### src/rtl/alu_pkg.sv
// Shared definitions for the sequential ALU: opcode encodings, FSM states
// and the packed status-flag word.
package alu_pkg;

  localparam int unsigned FUNC_W = 3;

  localparam logic [FUNC_W-1:0] ALU_ADD    = 3'd0;
  localparam logic [FUNC_W-1:0] ALU_SUB    = 3'd1;
  localparam logic [FUNC_W-1:0] ALU_ASSIGN = 3'd2;
  localparam logic [FUNC_W-1:0] ALU_LSHIFT = 3'd3;
  localparam logic [FUNC_W-1:0] ALU_RSHIFT = 3'd4;
  localparam logic [FUNC_W-1:0] ALU_AND    = 3'd5;
  localparam logic [FUNC_W-1:0] ALU_NOT    = 3'd6;
  localparam logic [FUNC_W-1:0] ALU_OR     = 3'd7;

  typedef enum logic [1:0] {
    ST_IDLE  = 2'd0,
    ST_SHIFT = 2'd1,
    ST_DONE  = 2'd2
  } state_t;

  typedef struct packed {
    logic cout;
    logic zero;
    logic neg;
    logic ovf;
  } flags_t;

  function automatic logic is_shift(input logic [FUNC_W-1:0] f);
    return (f == ALU_LSHIFT) || (f == ALU_RSHIFT);
  endfunction

endpackage

### src/rtl/alu_core.sv
// Single-cycle combinational ALU operations with carry/overflow generation.
// Ports:
//   func     - opcode
//   in1/in2  - operands
//   cin      - carry in for ADD/SUB
//   result_c - combinational result (shift opcodes pass in1 through)
//   cout_c   - carry out (ADD/SUB only, else 0)
//   ovf_c    - signed overflow (ADD/SUB only, else 0)
module alu_core
  import alu_pkg::*;
#(
  parameter int unsigned WIDTH = 8
) (
  input  logic [FUNC_W-1:0] func,
  input  logic [WIDTH-1:0]  in1,
  input  logic [WIDTH-1:0]  in2,
  input  logic              cin,
  output logic [WIDTH-1:0]  result_c,
  output logic              cout_c,
  output logic              ovf_c
);

  localparam int unsigned MSB = WIDTH - 1;

  logic [WIDTH:0] sum;
  logic [WIDTH:0] diff;

  // Subtraction is addition of the inverted operand; cin=1 completes two's complement.
  assign sum  = {1'b0, in1} + {1'b0, in2}  + (WIDTH+1)'(cin);
  assign diff = {1'b0, in1} + {1'b0, ~in2} + (WIDTH+1)'(cin);

  // Opcode decode
  always_comb begin
    result_c = in1;
    cout_c   = 1'b0;
    ovf_c    = 1'b0;
    case (func)
      ALU_ADD: begin
        result_c = sum[WIDTH-1:0];
        cout_c   = sum[WIDTH];
        ovf_c    = (in1[MSB] == in2[MSB]) && (sum[MSB] != in1[MSB]);
      end
      ALU_SUB: begin
        result_c = diff[WIDTH-1:0];
        cout_c   = diff[WIDTH];
        ovf_c    = (in1[MSB] != in2[MSB]) && (diff[MSB] != in1[MSB]);
      end
      ALU_ASSIGN: result_c = in2;
      ALU_AND:    result_c = in1 & in2;
      ALU_NOT:    result_c = ~in1;
      ALU_OR:     result_c = in1 | in2;
      default:    result_c = in1;
    endcase
  end

endmodule

### src/rtl/alu_seq.sv
// Registered ALU with valid/ready handshakes and iterative one-bit-per-cycle
// logical shifts.
// Ports:
//   clk, rst_n              - clock, async active-low reset
//   in_valid/in_ready       - operation request handshake
//   func, in1, in2, Cin     - opcode, operands, carry in
//   out_valid/out_ready     - result handshake
//   result                  - registered result
//   Cout, zero, neg, ovf    - registered status flags
module alu_seq
  import alu_pkg::*;
#(
  parameter int unsigned WIDTH = 8
) (
  input  logic              clk,
  input  logic              rst_n,
  input  logic              in_valid,
  output logic              in_ready,
  input  logic [2:0]        func,
  input  logic [WIDTH-1:0]  in1,
  input  logic [WIDTH-1:0]  in2,
  input  logic              Cin,
  output logic              out_valid,
  input  logic              out_ready,
  output logic [WIDTH-1:0]  result,
  output logic              Cout,
  output logic              zero,
  output logic              neg,
  output logic              ovf
);

  localparam int unsigned SHAMT_W = $clog2(WIDTH);
  localparam int unsigned MSB     = WIDTH - 1;

  state_t               state_q,     state_d;
  logic [WIDTH-1:0]     result_q,    result_d;
  flags_t               flags_q,     flags_d;
  logic [SHAMT_W-1:0]   cnt_q,       cnt_d;
  logic                 dir_q,       dir_d;      // 1 = right shift
  logic                 out_valid_q, out_valid_d;
  logic                 started_q;                // holds in_ready low until first edge out of reset

  logic [WIDTH-1:0]     core_result;
  logic                 core_cout;
  logic                 core_ovf;
  logic                 accept;
  logic [SHAMT_W-1:0]   shamt;
  logic [WIDTH-1:0]     shifted;
  logic                 shift_out;

  alu_core #(.WIDTH(WIDTH)) u_core (
    .func     (func),
    .in1      (in1),
    .in2      (in2),
    .cin      (Cin),
    .result_c (core_result),
    .cout_c   (core_cout),
    .ovf_c    (core_ovf)
  );

  assign in_ready = started_q && ((state_q == ST_IDLE) || ((state_q == ST_DONE) && out_ready));
  assign accept   = in_valid && in_ready;
  assign shamt    = in2[SHAMT_W-1:0];

  // One-bit logical shift of the working result, zero fill
  assign shifted   = dir_q ? {1'b0, result_q[WIDTH-1:1]} : {result_q[WIDTH-2:0], 1'b0};
  assign shift_out = dir_q ? result_q[0] : result_q[MSB];

  // Next-state and datapath update
  always_comb begin
    state_d     = state_q;
    result_d    = result_q;
    flags_d     = flags_q;
    cnt_d       = cnt_q;
    dir_d       = dir_q;
    out_valid_d = out_valid_q;

    case (state_q)
      ST_IDLE: ;
      ST_SHIFT: begin
        result_d      = shifted;
        flags_d.cout  = shift_out;
        flags_d.zero  = (shifted == '0);
        flags_d.neg   = shifted[MSB];
        cnt_d         = cnt_q - SHAMT_W'(1);
        if (cnt_q == SHAMT_W'(1)) begin
          state_d     = ST_DONE;
          out_valid_d = 1'b1;
        end
      end
      ST_DONE: begin
        if (out_ready) begin
          state_d     = ST_IDLE;
          out_valid_d = 1'b0;
        end
      end
      default: begin
        state_d     = ST_IDLE;
        out_valid_d = 1'b0;
      end
    endcase

    // Acceptance only happens from IDLE or a draining DONE, so it overrides the above
    if (accept) begin
      if (is_shift(func)) begin
        result_d     = in1;
        cnt_d        = shamt;
        dir_d        = (func == ALU_RSHIFT);
        flags_d.cout = 1'b0;
        flags_d.ovf  = 1'b0;
        flags_d.zero = (in1 == '0);
        flags_d.neg  = in1[MSB];
        if (shamt != '0) begin
          state_d     = ST_SHIFT;
          out_valid_d = 1'b0;
        end else begin
          state_d     = ST_DONE;
          out_valid_d = 1'b1;
        end
      end else begin
        result_d     = core_result;
        flags_d.cout = core_cout;
        flags_d.ovf  = core_ovf;
        flags_d.zero = (core_result == '0);
        flags_d.neg  = core_result[MSB];
        state_d      = ST_DONE;
        out_valid_d  = 1'b1;
      end
    end
  end

  // State and datapath registers
  always_ff @(posedge clk or negedge rst_n) begin
    if (!rst_n) begin
      state_q     <= ST_IDLE;
      result_q    <= '0;
      flags_q     <= '0;
      cnt_q       <= '0;
      dir_q       <= 1'b0;
      out_valid_q <= 1'b0;
      started_q   <= 1'b0;
    end else begin
      state_q     <= state_d;
      result_q    <= result_d;
      flags_q     <= flags_d;
      cnt_q       <= cnt_d;
      dir_q       <= dir_d;
      out_valid_q <= out_valid_d;
      started_q   <= 1'b1;
    end
  end

  assign out_valid = out_valid_q;
  assign result    = result_q;
  assign Cout      = flags_q.cout;
  assign zero      = flags_q.zero;
  assign neg       = flags_q.neg;
  assign ovf       = flags_q.ovf;

endmodule

### config.mk
export PLATFORM = sky130hd
export DESIGN_NAME = alu_seq
export DESIGN_NICKNAME = d
export VERILOG_FILES = /design/src/rtl/alu_pkg.sv /design/src/rtl/alu_core.sv /design/src/rtl/alu_seq.sv
export SDC_FILE = /design/constraint.sdc
export NUM_CORES = 1
export LEC_CHECK = 0
export ABC_AREA = 1
export CAP_MARGIN = 25
export CELL_PAD_IN_SITES_DETAIL_PLACEMENT = 0
export CELL_PAD_IN_SITES_GLOBAL_PLACEMENT = 1
export CORE_UTILIZATION = 38
export CTS_CLUSTER_DIAMETER = 60
export CTS_CLUSTER_SIZE = 40
export DETAILED_ROUTE_END_ITERATION = 8
export PLACE_DENSITY_LB_ADDON = 0.1
export SLEW_MARGIN = 20
export SYNTH_ARGS = -nofsm -noshare
export SYNTH_HDL_FRONTEND = slang
export SYNTH_SLANG_ARGS = --single-unit
### constraint.sdc
create_clock -name clk -period 2.21 [get_ports clk]
set_clock_uncertainty 0.1 [all_clocks]
set_input_delay 0.442 -clock clk [delete_from_list [all_inputs] [get_ports clk]]
set_output_delay 0.442 -clock clk [all_outputs]
set_load 0.01 [all_outputs]
==> impl_summary.txt <==
----------------------------------------------------
[Power and ir drop]
  Overall Power ... 0.00219 W
  Power density cells ... 591 mW/mm^2
  Leakage component of the power ... 1.99 nW
  Highest ir drop seen on vdd ... 484 uV

[Logic synthesis]
  Cell types occupying the most area after synthesis ... dfrtp_1, nand2_1, ha_1
  Syn nets ... 439
  Number of cells produced by synthesis ... 384
  Fraction of synthesized cell area taken by the top area cell type ... 18.9%
  Synthesized area divided by synthesized cell count ... 6.20 um^2
  Prevailing post-synth register cell ... dfrtp_1
  Number of flip-flops and latches in the synthesized netlist ... 18
  Yosys top cell by area ... dfrtp_1
  Number of warnings reported in the yosys synthesis log ... 0
  Number of flops mapped to enable cells by yosys ... 0
  Async set-reset flop share out of synthesis ... 100%
  Cell Area, Synth ... 0.00238 mm^2
  Seq/Total Area, Yosys ... 18.9%
  Cell variety after synth ... 33

[Timing]
  Final cycle utilization of the critical path ... 95.8%
  Unrepaired setup endpoints after global routing ... yes
  Time the worst path needs with I/O delays and setup ... 2120 ps
  Final Max Slew Viols ... 0
  Min Hold Slack ... 391 ps
  Final setup violation count ... 0
  Final hold violations ... 0
  Timing-limited maximum frequency ... 0.473 GHz

[Die]
  Overall die area ... 0.00658 mm^2
  Std-Cell Core Area ... 0.00599 mm^2
  Height of the die ... 81.1 um
  Overall die width ... 81.1 um
  Initial Utilization ... 39.7%
  I/O pin count ... 38
  Cell Rows ... 28

[Routing]
  Detailed-routing iteration count for the pre-antenna-repair pass ... 4
  DR DRC count ... 0
  Vias after detailed routing ... 2884
  1st-iter DRT viols ... 100
  Average wire length per cell after detail routing ... 13.1 um
  Number of nets still failing antenna checks after routing ... 0
  WL final ... 7.56 mm
  Post-DR vias/cell ... 5.02

[Place]
  RD Place Congestion ... 0.923
  PortBufs ... 37
  Placed cell count ... 566
  DPL Wire Length ... 6.07 mm

[Clocking]
  Number of hold buffers added after CTS ... 0
  Clock tree from TritonCTS ... yes
  TritonCTS Buffers ... 3
  Root buffer selected by CTS ... clkbuf_8
  H-tree levels ... 1
  Clock latency on the worst-skew pair ... 260 ps
  Clock Sink Count ... 18
  Clk pin slew, worst setup/hold paths ... 70 ps
  Max Root-Sink Buffers ... 2

[Global routing]
  First-pass GRT wire length ... 12.1 mm
  Number of global-route vias before repair ... 2688
  Largest net degree at the start of global routing ... 19
  Initial antenna violation count ... 0
  Overall global routing resource usage ... 24.0%
  Remaining Overflow, GRT ... 0

[Worst setup path]
  CP arrival ... 2220 ps
  Required time worst endpoint ... 2310 ps
  Reg2reg path depth ... 8
  Type of the worst setup path ... input pin to flop
  Critical Path Source Type ... input pin
  Nature of the critical path endpoint ... flop
  Highest fanout seen on the critical path ... 3

[Run status]
  Result of the run ... finished clean

[Layout]
  Most frequent cells in the layout ... nand2_1, buf_4, inv_1, nand3_1, nor2_1
  Most frequent standard cell in the layout excluding fill and tap cells ... nand2_1
  Growth of design area from synthesis to finish ... 55.5%
  Antenna Diode Count ... 0
  Combined area of the multi-input logic cells ... 0.00186 mm^2
  Count of fill cells added during filler insertion ... 581
  Cell Count, Final, Fillers Out ... 575
  Final-stage net count ... 556
  Share of final-layout standard cells stronger than drive strength 1 ... 33.0%
  Sequential cell area ... 450 um^2

[Flow run]
  Number of maximum-capacitance violations ... 0

[Hold path]
  Cell depth of the worst hold path ... 2
  Class of the tightest hold or removal check ... flop to flop

----------------------------------------------------
==> repair_timing <==
action / in CTS / in global routing
endpoints found under the setup margin: 10 / 11
buffers inserted: 2 / 3
resized for setup: 60 / 33
pin swaps: 17 / 14
==> worst paths after layout <==
check                                       start                      to  slack, ps
setup / recovery                           in1[0]        zero$_DFFE_PN0P_         90
hold / removal                    ovf$_DFFE_PN0P_         ovf$_DFFE_PN0P_        390
min in group asynchronous                   rst_n     started_q$_DFF_PN0_        410
max in group asynchronous                   rst_n        Cout$_DFFE_PN0P_       1400
setup reg to reg           state_q[0]$_DFFE_PN0P_  state_q[1]$_DFFE_PN0P_        660
hold reg to reg                   ovf$_DFFE_PN0P_         ovf$_DFFE_PN0P_        390
==> kinds of logic (layout without fill, tap and decap cells) <==
logic type,count (synthesis),in the layout,share of synthesized area (%)
AOI/OAI and AO/OA,56,56,14.5
xor gates and xnor gates,2,2,0.736
adders and majority gates,31,31,17.6
buffers and inverters,73,189,11.9
DFF,18,18,18.9
other,1,1,0.158
and+or+nand+nor,203,203,36.3
==> layer usage <==
metal / track usage [%] / vias up / part of all wire [%]
li1: - / 1464 / -
met1: 30.2 / 1332 / 44
met2: 43.4 / 72 / 48
met3: 1.01 / 16 / 4.8
met4: 8.39 / 0 / 2.4
met5: 0 / - / 0
==> per-stage QoR <==
| step | setup slack (ps) | utilization [%] | setup TNS (ps) | cell area (um^2) |
|---|---|---|---|---|
| global placement | -608 | 56.6 | -5190 | 3390 |
| detailed placement | -677 | 56.6 | -5590 | 3390 |
| global route | -46.6 | 61.8 | -67.3 | 3700 |
| floorplan | 9.16 | - | 0 | 2380 |
| CTS | 0.0782 | 59.9 | 0 | 3590 |
| finish | 93.7 | 61.8 | 0 | 3700 |
==> report_power, final <==
part           switching, W  internal [W]
registers          0.000126      0.000460
clock network      0.000113      0.000159
logic              0.000689      0.000640
total              0.000928       0.00126
==> sequential cells by signal (all words and copies together), names as in the netlist <==
register   cells
result         8
cnt_q          3
state_q        2
Cout           1
dir_q          1
ovf            1
started_q      1
zero           1
==> cell usage after synthesis, types with 2 or more instances <==
cell / instances
fa_1: 4
buf_2: 4
nand2_1: 110
nand3_1: 42
o21ai_0: 19
clkbuf_1: 2
nand3_2: 2
inv_1: 57
ha_1: 27
or2_0: 2
inv_2: 8
nand4_1: 4
o211ai_1: 2
o22ai_1: 2
dfrtp_1: 18
nor2_2: 3
nor3_1: 3
nor2_1: 33
a21oi_1: 12
a22oi_1: 5
o221ai_1: 7
xor2_1: 2
o21ai_1: 6
==> worst max-delay path, cell delays in order <==
cell and delay (ps):
buf_2 110, inv_4 50, fa_2 370, fa_2 360
inv_2 70, nand2_2 60, nand2_2 70, nand3_2 80
nand2_2 70, nand2_2 60, nand3_2 60, nand3_2 60
nand2_2 70, nand2_1 50, nor2_1 80, nand3_1 70
nand2_1 60
==> cell type report <==
cell class	instances	share of cell area, %
Clock buffer	4	1.49
Inverter	66	6.76
Multi-Input combinational cell	293	50.2
Sequential cell	18	12.2
Tap cell	75	2.54
Timing Repair Buffer	119	26.9
Power figures use the tool's default switching activity.
